--- config.mk ---
export PLATFORM = sky130hd
export DESIGN_NAME = jump_target_pc_unit
export DESIGN_NICKNAME = d
export VERILOG_FILES = /design/src/rtl/jump_target_pc_unit.sv
export SDC_FILE = /design/constraint.sdc
export NUM_CORES = 1
export LEC_CHECK = 0
export CORE_MARGIN = 2
export CORE_UTILIZATION = 49
export CTS_CLUSTER_DIAMETER = 30
export DETAILED_ROUTE_END_ITERATION = 6
export GPL_ROUTABILITY_DRIVEN = 0
export PLACE_DENSITY = 0.9
export SYNTH_ARGS = -nofsm -noshare
export SYNTH_HDL_FRONTEND = slang
export SYNTH_SLANG_ARGS = --single-unit
--- constraint.sdc ---
create_clock -name clk -period 3.9 [get_ports clk]
set_input_delay 0.585 -clock clk [delete_from_list [all_inputs] [get_ports clk]]
set_output_delay 0.585 -clock clk [all_outputs]
set_load 0.01 [all_outputs]
--- src/rtl/jump_target_pc_unit.sv ---
// jump_target_pc_unit
//   Owns the fetch program counter. It applies J-type, JR and taken-branch
//   redirects from decode/execute. A redirect that arrives during a stall is
//   held in a one-entry buffer and applied when the stall drops. Every applied
//   redirect produces a one-cycle IF flush pulse.
// Ports
//   clk, rst_n          : clock (rising edge), async active-low reset
//   stall               : hold pc, no sequential advance
//   j_valid/j_target/j_pc4     : J-type request, target = {pc4[31:28], tgt, 00}
//   jr_valid/jr_addr           : jump-register request, low 2 bits forced to 0
//   br_valid/br_offset/br_pc4  : taken branch, target = pc4 + sext(off)<<2
//   pc, pc_plus4        : registered fetch address and pc + PC_STEP
//   fetch_valid         : pc is a valid fetch this cycle
//   flush_if            : registered pulse, kill the instruction in IF/ID
//   misalign_err        : registered pulse, accepted JR had addr[1:0] != 0
//   redirect_pending    : a redirect is buffered (HELD)
module jump_target_pc_unit #(
  parameter logic [31:0] RESET_PC = 32'h0000_0000,
  parameter int unsigned PC_STEP  = 4
) (
  input  logic        clk,
  input  logic        rst_n,
  input  logic        stall,
  input  logic        j_valid,
  input  logic [25:0] j_target,
  input  logic [31:0] j_pc4,
  input  logic        jr_valid,
  input  logic [31:0] jr_addr,
  input  logic        br_valid,
  input  logic [15:0] br_offset,
  input  logic [31:0] br_pc4,
  output logic [31:0] pc,
  output logic [31:0] pc_plus4,
  output logic        fetch_valid,
  output logic        flush_if,
  output logic        misalign_err,
  output logic        redirect_pending
);

  localparam logic [0:0] S_RUN  = 1'b0;
  localparam logic [0:0] S_HELD = 1'b1;
  localparam logic [31:0] STEP  = 32'(PC_STEP);

  logic [0:0]  state_q, state_d;
  logic [31:0] pc_q, pc_d;
  logic [31:0] pend_q, pend_d;
  logic        flush_q, flush_d;
  logic        mis_q, mis_d;

  logic [31:0] jt, rt, bt, tgt;
  logic        req;

  // Only the segment bits of the jump's pc4 take part in the target.
  logic unused_pc4_low;
  assign unused_pc4_low = ^j_pc4[27:0];

  assign jt  = {j_pc4[31:28], j_target, 2'b00};
  assign rt  = {jr_addr[31:2], 2'b00};
  assign bt  = br_pc4 + {{14{br_offset[15]}}, br_offset, 2'b00};
  assign req = jr_valid | j_valid | br_valid;

  // Priority JR > J > branch; losers in the same cycle are dropped.
  always_comb begin
    tgt = bt;
    if (jr_valid)     tgt = rt;
    else if (j_valid) tgt = jt;
  end

  always_comb begin
    state_d = state_q;
    pc_d    = pc_q;
    pend_d  = pend_q;
    flush_d = 1'b0;
    mis_d   = 1'b0;
    if (state_q == S_RUN) begin
      if (req) begin
        mis_d = jr_valid & (jr_addr[1:0] != 2'b00);
        if (!stall) begin
          pc_d    = tgt;
          flush_d = 1'b1;
        end else begin
          pend_d  = tgt;
          state_d = S_HELD;
        end
      end else if (!stall) begin
        pc_d = pc_q + STEP;
      end
    end else begin
      // New requests while held come from the wrong path and are ignored.
      if (!stall) begin
        pc_d    = pend_q;
        flush_d = 1'b1;
        state_d = S_RUN;
        pend_d  = '0;
      end
    end
  end

  always_ff @(posedge clk or negedge rst_n) begin
    if (!rst_n) begin
      state_q <= S_RUN;
      pc_q    <= RESET_PC;
      pend_q  <= '0;
      flush_q <= 1'b0;
      mis_q   <= 1'b0;
    end else begin
      state_q <= state_d;
      pc_q    <= pc_d;
      pend_q  <= pend_d;
      flush_q <= flush_d;
      mis_q   <= mis_d;
    end
  end

  assign pc               = pc_q;
  assign pc_plus4         = pc_q + STEP;
  assign fetch_valid      = rst_n & ~stall & (state_q == S_RUN);
  assign flush_if         = flush_q;
  assign misalign_err     = mis_q;
  assign redirect_pending = (state_q == S_HELD);

endmodule

== Yosys cells after proc, flatten, opt, wreduce, memory -nomap -nowiden ==
Index checks and enable logic that the tools add are counted.
Storage, ports and cells
  word-level logic and storage cells: 38
  register bits: 67
  output and inout bits: 68
  bits of input ports: 144
Operators by class
  bitwise logic cells: 7
  add/sub/neg operators: 2
  eq/ne operators: 1
  reductions and logical operators: 4
  mux-type cells: 19
Operators with widths (number)
  $mux 32: 11
  $add 32x3->32 const B: 1
  $add 32x32->32: 1
  $mux 1: 8
  $reduce_bool 2->1: 3
  $and 1x1->1: 3
  $reduce_and 3->1: 1
  $ne 2x2->1 const B: 1
  $not 1->1: 2
  $or 1x1->1: 2

== Logic depth before layout (Yosys ltp) ==
  depth after elaboration: 6
  mapped depth: 12

== Least setup slack after synthesis ==
OpenSTA, ideal clock, no wires.
  path type: input to register
  start point: in br_offset[0]
  end point: reg pc_q[28] (netlist: pc[28])
  arrival: 2.872 ns
  library setup time: 0.126 ns
  stages: 12
  setup slack: 0.902 ns
  data required time: 3.774 ns
  cell sequence: ha_1 > inv_1 > fa_1 > nand2b_1 > a21oi_1 > o211ai_1 > o211ai_1 > a21oi_1 > o41ai_1 > xnor2_1 > o21ai_0 > a221o_1
On the way
  longest elaborated chain between the ends: 6
Ends and longest elaborated chain
  start, declared: line 30  | input logic [15:0] br_offset,
  $add 32x32->32: line 59  | assign bt = br_pc4 + {{14{br_offset[15]}}, br_offset, 2'b00};
  $mux 32: line 66  | else if (j_valid) tgt = jt;
  $mux 32: line 65  | if (jr_valid) tgt = rt;
  $mux 32: line 78  | if (!stall) begin
  $mux 32: line 76  | if (req) begin
  $mux 32: line 75  | if (state_q == S_RUN) begin
  end signal, assigned: line 108  | pc_q <= pc_d;
  end, declared: line 45  | logic [31:0] pc_q, pc_d;
No other way between the ends. The select of a mux whose other input is x is not followed.
A chain may end at the register's enable or synchronous reset.

== Final worst setup path ==
  start point: reg pc_q[2] (netlist: pc[2])
  end point: out pc_plus4[28]
On the way
  longest elaborated chain between the ends: 1
Ends and longest elaborated chain
  $add 32x3->32: line 116  | assign pc_plus4 = pc_q + STEP;
  end, declared: line 33  | output logic [31:0] pc_plus4,
No other way between the ends.

==> flow_summary.toml <==
[sta]
max_slew_margin = 0.436
rsz0062_at_grt = "false"
fin_tns_setup_ps = 0
fin_crit_ps = 3730
max_clock_freq_mhz = 268
hold_viol = 0
skew_ps = 5.74
maxSlewViolCount = 0
hold_slack_ps = 58.6
fin_crit_sh = 0.957
setup_violations = 0
worstMarginPinSlew_ps = 846

[clock_network]
cts_resized = 0
cts_tree = "yes"
root_buffer = "clkbuf_16"
clk_latency_ps = 340
cts_setup_buffers = 0
clock_path_buffers = 2
cts_max_level = 3
clkSinkCount = 67
postCtsHoldBufs = 0
cts_buffers = 9
path_clk_slew_ps = 50

[detailed_routing]
drt-initial-drc-count = 595
routed_wl_mm = 19.6
detail_route.drc_violations = 0
vias = 6501
drt.antenna.violating_nets = 0
viasPerCell = 6.17
wire_per_inst_um = 18.6
first_pass_iters = 5

[placement]
dpl.hpwl_mm = 14.7
numPortBuffers = 183
place_inst = 1042

[pwr]
p_clk_frac = 0.266
power.total_uw = 2750
seqPwrFrac = 0.330
p_int_uw = 1800
swShare = 0.343
power.switching_uw = 944
max-vdd-ir-drop_mv = 0.360
pwr_density_cell_nw_per_um2 = 344
comb_power_share = 0.403
leakage_uw = 0.00338

[cells_and_area]
diodes = 0
area_growth_pct = 38.8
drive_above_1_share = 0.0527
final_cells = 1054
seqCellArea_um2 = 1680
final_cell_mix = "clkdlybuf4s50_1 (182), nand2_1 (87), a21oi_1 (81)"
final_common_cell = "clkdlybuf4s50_1"
multiInputGateArea_um2 = 3800
final_nets = 1085
fill_cells = 892
utilization = 0.700

[grt]
first_global_vias = 6068
grt_antenna_before_repair = 0
grt_pass1_wl_mm = 30.8
grt_overflow = 0
grtUsageTotal = 0.304
grt_max_degree = 67

[worst_hold_path]
min_path_type = "in -> async"

[floorplan]
die_w_um = 112
std_cell_rows = 39
die_h_um = 112
ios = 212
dieArea_um2 = 12600
core_area_um2 = 11400
start_util = 0.504

[critical_path]
cp_slowest_stage_delay_ps = 620
critical_path_arrival_ps = 3150
cp_slowest_cell = "clkdlybuf4s50_1"
path_class = "reg -> out"
path_buf_inv = 1
end_kind = "output port"
cp_top_family = "simple AND/OR/NAND/NOR gates"
crit_fanout = 7
cp_cell_sequence = "ha_1 -> nand4_1 -> nor3_1 -> nand2_1 -> nor2_1 -> nand3_1 -> xnor2_1 -> clkdlybuf4s50_1"
cp_data_required_time_ps = 3310
crit_path_start_kind = "flip-flop"

[run]
maxCapViolations = 0

[synth]
netlist_top_cells_area = "dfrtp_1 (29%), a21oi_1 (7.1%), ha_1 (6.5%), o21ai_0 (5.9%), nand2_1 (5.7%)"
synthCells = 739
synth_seq_cells = 67
ys_async_sr_fraction = 1.00
synth_largest_area_cell = "dfrtp_1"
syn_nets = 914
synth_cell_types = 62
syn_area_per_cell_um2 = 7.79
synth_top_flop_cell = "dfrtp_1"
synth_edf_count = 0
ys_warn_count = 0
syn_area_um2 = 5750
synth_seq_area_share = 0.291
synth_top_area_frac = 0.291

[outcome]
outcome = "complete, no violations"
[worst paths after layout]
path,depth (start not counted),endpoint,start,slack [ps]
hold / removal,1,pc[6],rst_n,60
setup reg to reg,10,pc[30],pc[2],1180
setup / recovery,8,pc_plus4[28],pc[2],170
max in group asynchronous,2,pend_q[6],rst_n,2790
min in group clk,1,pend_q[30],pend_q[30],480
hold reg to reg,1,pend_q[30],pend_q[30],480
[sequential cells by signal (all words and copies together), names as in the netlist]
name,cells
flush_if,1
misalign_err,1
pc,32
pend_q,32
redirect_pending,1
[Yosys cell counts (4+ instances only)]
library cell	count
dfrtp_1	67
and3_1	12
ha_1	30
nor2_1	59
o211ai_1	15
mux2_2	4
o21ai_1	4
nand3_1	19
nor3_1	10
inv_1	26
a21oi_1	82
xor2_1	23
o22ai_1	9
a31oi_1	6
a211oi_1	8
and2_1	4
nand2_1	87
a21boi_0	5
o21a_1	4
nor3b_1	5
a21o_1	16
a32oi_1	6
buf_1	6
xnor2_1	32
nand4_1	13
clkbuf_1	29
o21ai_0	68
a221oi_1	8
a22o_1	10
or2_2	4
buf_2	5
nand2b_1	8
or3_1	6
mux2i_1	4
[power by group through the flow]
stage               logic [uW]  registers [uW]  clock network (uW)
finish                    1110             908                 732
global route              1190             921                 758
CTS                       1100             905                 729
detailed placement        1090             914                   0
global placement          1070             909                   0
floorplan                  550             915                   0
[through the flow]
step | instance area (um^2) | setup slack, ps
CTS | 7990 | 210
floorplan | 5750 | 902
finish | 7990 | 167
global route | 7990 | 72.3
global placement | 7730 | 128
detailed placement | 7730 | 129
[logic make-up (layout without fill, tap and decap cells)]
kind of cell,after synthesis,count (layout),share of synthesized area
adder cells (fa/ha/maj),31,31,0.0687
AO/OA/AOI/OAI,269,269,0.297
AND/OR/NAND/NOR,239,239,0.195
buffers and inverters,70,242,0.0494
multiplexers,8,8,0.0148
XOR/XNOR,55,55,0.0837
flip-flops,67,67,0.291
[per-layer routing]
| layer | share of wire | track usage | wire length (um) |
|---|---|---|---|
| met1 | 0.40 | 0.408 | 7830 |
| met2 | 0.46 | 0.490 | 9020 |
| met3 | 0.11 | 0.0605 | 2190 |
| met4 | 0.030 | 0.113 | 596 |
| met5 | 0 | 0 | 0 |
[cell type report]
class                   count  share of cell area
multi-input cells         602               0.475
inverters                  27              0.0127
clock buffers              12              0.0321
well taps                 143              0.0224
repair buffers            203               0.247
flip-flops and latches     67               0.210
Note: power is estimated with default switching activity, not from simulation.
